File: config.mk
export PLATFORM = sky130hd
export DESIGN_NAME = stk_alloc_sched
export DESIGN_NICKNAME = d
export VERILOG_FILES = /design/src/rtl/stk_alloc_sched_pkg.sv /design/src/rtl/stk_alloc_sched_quota.sv /design/src/rtl/stk_alloc_sched.sv
export SDC_FILE = /design/constraint.sdc
export NUM_CORES = 1
export LEC_CHECK = 0
export CAP_MARGIN = 20
export CORE_UTILIZATION = 50
export DETAILED_ROUTE_END_ITERATION = 10
export PLACE_DENSITY = 0.89
export SLEW_MARGIN = 15
export SYNTH_ARGS = -nofsm -noshare
export SYNTH_HDL_FRONTEND = slang
export SYNTH_HIERARCHICAL = 1
export SYNTH_SLANG_ARGS = --single-unit
File: constraint.sdc
create_clock -name clk -period 6.02 [get_ports clk]
set_input_delay 1.204 -clock clk [delete_from_list [all_inputs] [get_ports clk]]
set_output_delay 1.204 -clock clk [all_outputs]
set_load 0.05 [all_outputs]
File: src/rtl/stk_alloc_sched_pkg.sv
// Shared types and defaults for the descriptor-stack client scheduler.
// Pointer width follows the allocator's line count.
package stk_alloc_sched_pkg;
  localparam int LINES_N    = 16;
  localparam int PTR_W      = $clog2(LINES_N);
  typedef logic [PTR_W-1:0] ptr_t;

  localparam int CLIENTS_N  = 4;
  typedef logic [$clog2(CLIENTS_N)-1:0] client_id_t;

  localparam int FREE_CNT_W = $clog2(LINES_N + 1);
  localparam int QUOTA_N    = 8;

  typedef enum logic [1:0] {
    INIT  = 2'd0,
    RUN   = 2'd1,
    EMPTY = 2'd2
  } sched_state_t;
endpackage

File: src/rtl/stk_alloc_sched_quota.sv
// Per-client outstanding-descriptor counters and the resulting alloc eligibility mask.
// A client is eligible while it requests and holds fewer than QUOTA_N descriptors.
module stk_alloc_sched_quota #(
  parameter int CLIENTS_N = 4,
  parameter int QUOTA_N   = 8
) (
  input  logic                 clk,
  input  logic                 arst_n,
  input  logic [CLIENTS_N-1:0] req,
  input  logic [CLIENTS_N-1:0] alloc,
  input  logic [CLIENTS_N-1:0] dealloc,
  output logic [CLIENTS_N-1:0] elig,
  output logic                 idle
);
  localparam int CNT_W = $clog2(QUOTA_N + 1);

  logic [CLIENTS_N-1:0] zero;

  for (genvar g = 0; g < CLIENTS_N; g++) begin : g_cl
    logic [CNT_W-1:0] cnt_r;

    // Same-cycle alloc and return by one client cancel; returns saturate at zero.
    always_ff @(posedge clk or negedge arst_n) begin
      if (!arst_n) begin
        cnt_r <= '0;
      end else begin
        case ({alloc[g], dealloc[g]})
          2'b10:   cnt_r <= cnt_r + 1'b1;
          2'b01:   if (cnt_r != '0) cnt_r <= cnt_r - 1'b1;
          default: cnt_r <= cnt_r;
        endcase
      end
    end

    assign elig[g] = req[g] && (cnt_r < CNT_W'(QUOTA_N));
    assign zero[g] = (cnt_r == '0);

    a_no_return_at_zero: assert property (@(posedge clk) disable iff (!arst_n)
      dealloc[g] |-> (cnt_r != '0));
    a_no_alloc_over_quota: assert property (@(posedge clk) disable iff (!arst_n)
      alloc[g] |-> (cnt_r < CNT_W'(QUOTA_N)));
  end

  assign idle = &zero;
endmodule

File: src/rtl/stk_alloc_sched.sv
// Round-robin scheduler sharing one alloc port and one return port of the descriptor
// allocator among CLIENTS_N clients, admitting allocs only when a descriptor is guaranteed.
module stk_alloc_sched
  import stk_alloc_sched_pkg::*;
#(
  parameter int CLIENTS_N = stk_alloc_sched_pkg::CLIENTS_N,
  parameter int LINES_N   = stk_alloc_sched_pkg::LINES_N,
  parameter int QUOTA_N   = stk_alloc_sched_pkg::QUOTA_N
) (
  input  logic                                    clk,
  input  logic                                    arst_n,
  input  logic [CLIENTS_N-1:0]                    i_cl_alloc_req,
  output logic [CLIENTS_N-1:0]                    o_cl_alloc_gnt,
  output logic [CLIENTS_N-1:0]                    o_cl_ptr_vld_r,
  output stk_alloc_sched_pkg::ptr_t               o_cl_ptr,
  input  logic [CLIENTS_N-1:0]                    i_cl_dealloc_vld,
  input  stk_alloc_sched_pkg::ptr_t [CLIENTS_N-1:0] i_cl_dealloc_ptr,
  output logic [CLIENTS_N-1:0]                    o_cl_dealloc_rdy,
  output logic                                    o_ad_alloc,
  input  logic                                    i_ad_busy,
  output logic                                    o_dealloc_vld,
  output stk_alloc_sched_pkg::ptr_t               o_dealloc_ptr,
  input  stk_alloc_sched_pkg::ptr_t               i_lk_ptr_w,
  output logic                                    o_busy_r,
  output stk_alloc_sched_pkg::sched_state_t       o_dbg_state,
  output logic [$clog2(LINES_N+1)-1:0]            o_dbg_free_cnt,
  output logic                                    o_dbg_out_idle
);
  localparam int CID_W = $clog2(CLIENTS_N);
  localparam int FW    = $clog2(LINES_N + 1);
  typedef logic [CID_W-1:0] cid_t;

  // Handshakes: a request/return stays asserted until its one-hot gnt/rdy is seen in
  // the same cycle; gnt/rdy never fire without the matching request/valid.

  function automatic cid_t rr_pick(input logic [CLIENTS_N-1:0] req, input cid_t ptr);
    cid_t pick;
    cid_t idx;
    logic found;
    pick  = ptr;
    found = 1'b0;
    for (int i = 0; i < CLIENTS_N; i++) begin
      idx = cid_t'((int'(ptr) + i) % CLIENTS_N);
      if (!found && req[idx]) begin
        found = 1'b1;
        pick  = idx;
      end
    end
    return pick;
  endfunction

  function automatic logic [CLIENTS_N-1:0] onehot(input cid_t id);
    return CLIENTS_N'(1) << id;
  endfunction

  function automatic cid_t rr_next(input cid_t id);
    return (id == cid_t'(CLIENTS_N - 1)) ? '0 : id + 1'b1;
  endfunction

  sched_state_t         state_r, state_nxt;
  logic [FW-1:0]        free_cnt_r, free_nxt, free_d;
  cid_t                 a_ptr_r, d_ptr_r, a_win, d_win, lk_cl_r;
  logic                 lk_vld_r, running, admit;
  logic [CLIENTS_N-1:0] d_elig, a_elig, a_cand;

  assign running = (state_r != INIT);

  // Return path: never blocked by alloc traffic.
  assign d_elig           = running ? i_cl_dealloc_vld : '0;
  assign d_win            = rr_pick(d_elig, d_ptr_r);
  assign o_dealloc_vld    = |d_elig;
  assign o_cl_dealloc_rdy = o_dealloc_vld ? onehot(d_win) : '0;
  assign o_dealloc_ptr    = o_dealloc_vld ? i_cl_dealloc_ptr[d_win] : '0;

  stk_alloc_sched_quota #(
    .CLIENTS_N (CLIENTS_N),
    .QUOTA_N   (QUOTA_N)
  ) u_quota (
    .clk     (clk),
    .arst_n  (arst_n),
    .req     (i_cl_alloc_req),
    .alloc   (o_cl_alloc_gnt),
    .dealloc (o_cl_dealloc_rdy),
    .elig    (a_elig),
    .idle    (o_dbg_out_idle)
  );

  // A same-cycle return counts as a free descriptor: the allocator bypasses it.
  assign admit          = (free_cnt_r != '0) || o_dealloc_vld;
  assign a_cand         = running ? a_elig : '0;
  assign a_win          = rr_pick(a_cand, a_ptr_r);
  assign o_cl_alloc_gnt = (admit && (|a_cand)) ? onehot(a_win) : '0;
  assign o_ad_alloc     = |o_cl_alloc_gnt;

  assign free_nxt = free_cnt_r + FW'(o_dealloc_vld) - FW'(o_ad_alloc);

  always_comb begin
    state_nxt = state_r;
    free_d    = free_cnt_r;
    case (state_r)
      INIT: begin
        if (!i_ad_busy) begin
          state_nxt = RUN;
          free_d    = FW'(LINES_N);
        end
      end
      RUN, EMPTY: begin
        free_d    = free_nxt;
        state_nxt = (free_nxt == '0) ? EMPTY : RUN;
      end
      default: begin
        state_nxt = INIT;
        free_d    = '0;
      end
    endcase
  end

  always_ff @(posedge clk or negedge arst_n) begin
    if (!arst_n) begin
      state_r    <= INIT;
      free_cnt_r <= '0;
      o_busy_r   <= 1'b1;
      a_ptr_r    <= '0;
      d_ptr_r    <= '0;
      lk_vld_r   <= 1'b0;
      lk_cl_r    <= '0;
    end else begin
      state_r    <= state_nxt;
      free_cnt_r <= free_d;
      o_busy_r   <= (state_nxt == INIT);
      if (o_ad_alloc)    a_ptr_r <= rr_next(a_win);
      if (o_dealloc_vld) d_ptr_r <= rr_next(d_win);
      lk_vld_r   <= o_ad_alloc;
      lk_cl_r    <= a_win;
    end
  end

  assign o_cl_ptr_vld_r = lk_vld_r ? onehot(lk_cl_r) : '0;
  assign o_cl_ptr       = lk_vld_r ? i_lk_ptr_w : '0;

  assign o_dbg_state    = state_r;
  assign o_dbg_free_cnt = free_cnt_r;

  a_busy_only_in_init: assert property (@(posedge clk) disable iff (!arst_n)
    running |-> !i_ad_busy);
  a_free_no_overflow: assert property (@(posedge clk) disable iff (!arst_n)
    running |-> !((free_cnt_r == FW'(LINES_N)) && o_dealloc_vld && !o_ad_alloc));
  a_free_no_underflow: assert property (@(posedge clk) disable iff (!arst_n)
    running |-> !((free_cnt_r == '0) && o_ad_alloc && !o_dealloc_vld));
endmodule

==> flow_metrics.tcl <==
set metrics [dict create \
    outcome "complete, no violations" \
    fin_crit_sh_pct 93.6 \
    yosys_warnings 6 \
    fp.dieH_um 73.7 \
    worstPathMaxFanout 6 \
    cts_tree "done" \
    ys_types 57 \
    drt_iter0_drc 71 \
    die_w_um 73.7 \
    grt_pass1_wl_um 9510 \
    nNetsFinal 396 \
    cts-root-buf "clkbuf_8" \
    synth.most_common_cell "dfrtp_1" \
    port_buffers 61 \
    postLayoutCoreUtil_pct 69.2 \
    regArea_um2 777 \
    diodes 0 \
    synth_edf_count 0 \
    final_antenna_net_count 0 \
    clk_pin_slew_ns 0.07 \
    wl_um 5700 \
    clkLatencyLatePin_ns 0.29 \
    dr_total_vias 2287 \
    hp-class "register to register" \
    cp.arrival_ns 4.43 \
    multi_input_area_mm2 0.00163 \
    cts_sinks 31 \
    wl_per_cell_um 13.8 \
    synth_nets 331 \
    cts.path.max_buffers 2 \
    worstPathRequired_ns 4.82 \
    initial_core_util_pct 53.0 \
    synthCells 279 \
    grt_overflow 0 \
    finalSetupTns_ns 0 \
    synth.top_cell.area_share_pct 29.2 \
    rsz0062_at_grt "no" \
    hold_start "u_quota/g_cl[0].cnt_r[2]" \
    clock.fmax_ghz 0.177 \
    endpoint_kind "output port" \
    cts_hold_buffers 0 \
    drive_gt1_share_pct 8.70 \
    post-route-drc-count 0 \
    yosys-top-cells-count "dfrtp_1 (30), inv_1 (24), nand2_1 (21)" \
    r2r_end "o_dbg_free_cnt[4]" \
    syn_to_final_growth_pct 30.5 \
    cts_buffers 5 \
    fillerInstances 392 \
    netlist_area_mm2 0.00257 \
    hpwl_um 4200 \
    avgSynthCellArea_um2 9.21 \
    netlist_top_cells_area "dfrtp_1 (29%), ha_1 (9.7%), mux2i_1 (5.5%)" \
    fp.coreArea_mm2 0.00485 \
    slew_violations 0 \
    period_needed_ns 5.64 \
    relSlewSlack_pct 53.9 \
    cp-start-kind "input pin" \
    max-cap-violations 0 \
    hold_depth 1 \
    firstDrtPassIters 4 \
    htree_levels 2 \
    groute.usage.overall_pct 22.5 \
    post_cts_resize_count 0 \
    pin_count 62 \
    skew_ns 0.00414 \
    viasPerCell 5.55 \
    grt_max_degree 32 \
    ys.flop_type "dfrtp_1" \
    r2r_cells 21 \
    r2r_slack_ns 1.03 \
    synth-seq-cells 31 \
    post_cts_buffers 0 \
    r2r_start "o_dbg_state[0]" \
    holdPathEnd "u_quota/g_cl[0].cnt_r[2]" \
    yosysTopAreaCell "dfrtp_1" \
    async_flop_share_pct 100 \
    hold_viol 0 \
    die_area_mm2 0.00543 \
    worstMarginPinSlew_ns 0.692 \
    rows 25 \
    setup_viol 0 \
    antenna_found_initial 0 \
    crit_type "input pin to output port" \
    grt_pass1_vias 2140 \
    seq_area_frac_synth_pct 30.2 \
    gp_congestion 0.823 \
]
==> metal layers <==
layer / vias to the layer above / GRT usage, % / part of all wire [%]
met3: 7 / 4.53 / 5.3
met2: 76 / 39.2 / 50
met4: 0 / 7.48 / 1.2
met5: - / 0 / 0
li1: 1118 / - / -
met1: 1086 / 27.6 / 43
==> registers in the layout, indices dropped and copies added (netlist names) <==
| name | flops |
|---|---|
| o_dbg_free_cnt | 5 |
| u_quota/g_cl.cnt_r | 16 |
| lk_cl_r | 2 |
| a_ptr_r | 2 |
| o_dbg_state | 2 |
| o_busy_r | 1 |
| lk_vld_r | 1 |
| d_ptr_r | 2 |
==> how the worst max path moves through the flow <==
stage,slack (ns),cells after the start,to,start
after floorplan,0.83,19,o_dbg_free_cnt[4],i_cl_alloc_req[2]
after global placement,0.46,20,o_dbg_free_cnt[4],i_cl_alloc_req[2]
after detailed placement,0.30,20,o_dbg_free_cnt[4],i_cl_alloc_req[2]
after CTS,0.42,10,o_ad_alloc,i_cl_alloc_req[2]
after global routing,0.09,20,o_dbg_free_cnt[4],i_cl_alloc_req[2]
final,0.38,10,o_ad_alloc,i_cl_alloc_req[2]
==> placed cells by master, fill, tap and decap left out, drive strengths merged, types with 2 or more instances in the layout <==
master / n
a211oi: 2
a21o: 4
a21oi: 17
a22oi: 3
a31oi: 6
a32oi: 4
and2: 13
buf: 2
bufinv: 2
clkbuf: 6
clkdlybuf4s50: 61
clkinv: 2
dfrtp: 30
ha: 20
inv: 24
mux2: 5
mux2i: 14
nand2: 22
nand2b: 6
nand3: 3
nand4b: 4
nor2: 18
nor2b: 15
nor3b: 2
nor4: 2
o21ai: 11
o21bai: 2
o22ai: 6
o31ai: 2
o32a: 2
o41ai: 2
or4: 4
xnor2: 13
xor2: 2
==> cell type report <==
cell class              instances  share of cell area [%]
clock buffers                   6                    2.46
repair buffers                 63                    18.6
multi-input cells             217                    48.7
well taps                      67                    2.50
clock inverters                 2                    1.04
flip-flops and latches         31                    23.2
inverters                      26                    3.47
==> logic make-up (layout without fill, tap and decap cells) <==
logic type      Yosys count  after routing  share of synthesized area [%]
buf+inv                  31             97                           6.18
simple gates             95             95                           21.1
mux                      19             19                           7.79
xor+xnor                 16             16                           5.99
fa+ha+maj                21             21                           10.5
compound gates           66             66                           18.2
flops                    31             31                           30.2
==> per-stage QoR <==
| stage | instance area (µm²) | hold WS [ns] | worst slack, ns | std cells |
|---|---|---|---|---|
| after floorplan | 2570 | 0.482 | 0.826 | 279 |
| after global placement | 3240 | 0.506 | 0.459 | 404 |
| after detailed placement | 3240 | 0.512 | 0.298 | 404 |
| after CTS | 3350 | 0.533 | 0.425 | 412 |
| after global routing | 3350 | 0.549 | 0.0852 | 412 |
| final | 3350 | 0.534 | 0.385 | 412 |
==> worst max-delay path: stages <==
cell and delay (ns):
clkdlybuf4s50_1 0.46, nor2b_1 0.33, o21ai_0 0.17, a221oi_1 0.29, o32a_1 0.28, inv_1 0.10, ha_1 0.23, o41ai_2 0.48
inv_1 0.15, clkdlybuf4s50_1 0.74
Power is left out: the tool's default activity adds up to more than one toggle a clock period on the data nets, which glitch-free logic cannot reach.
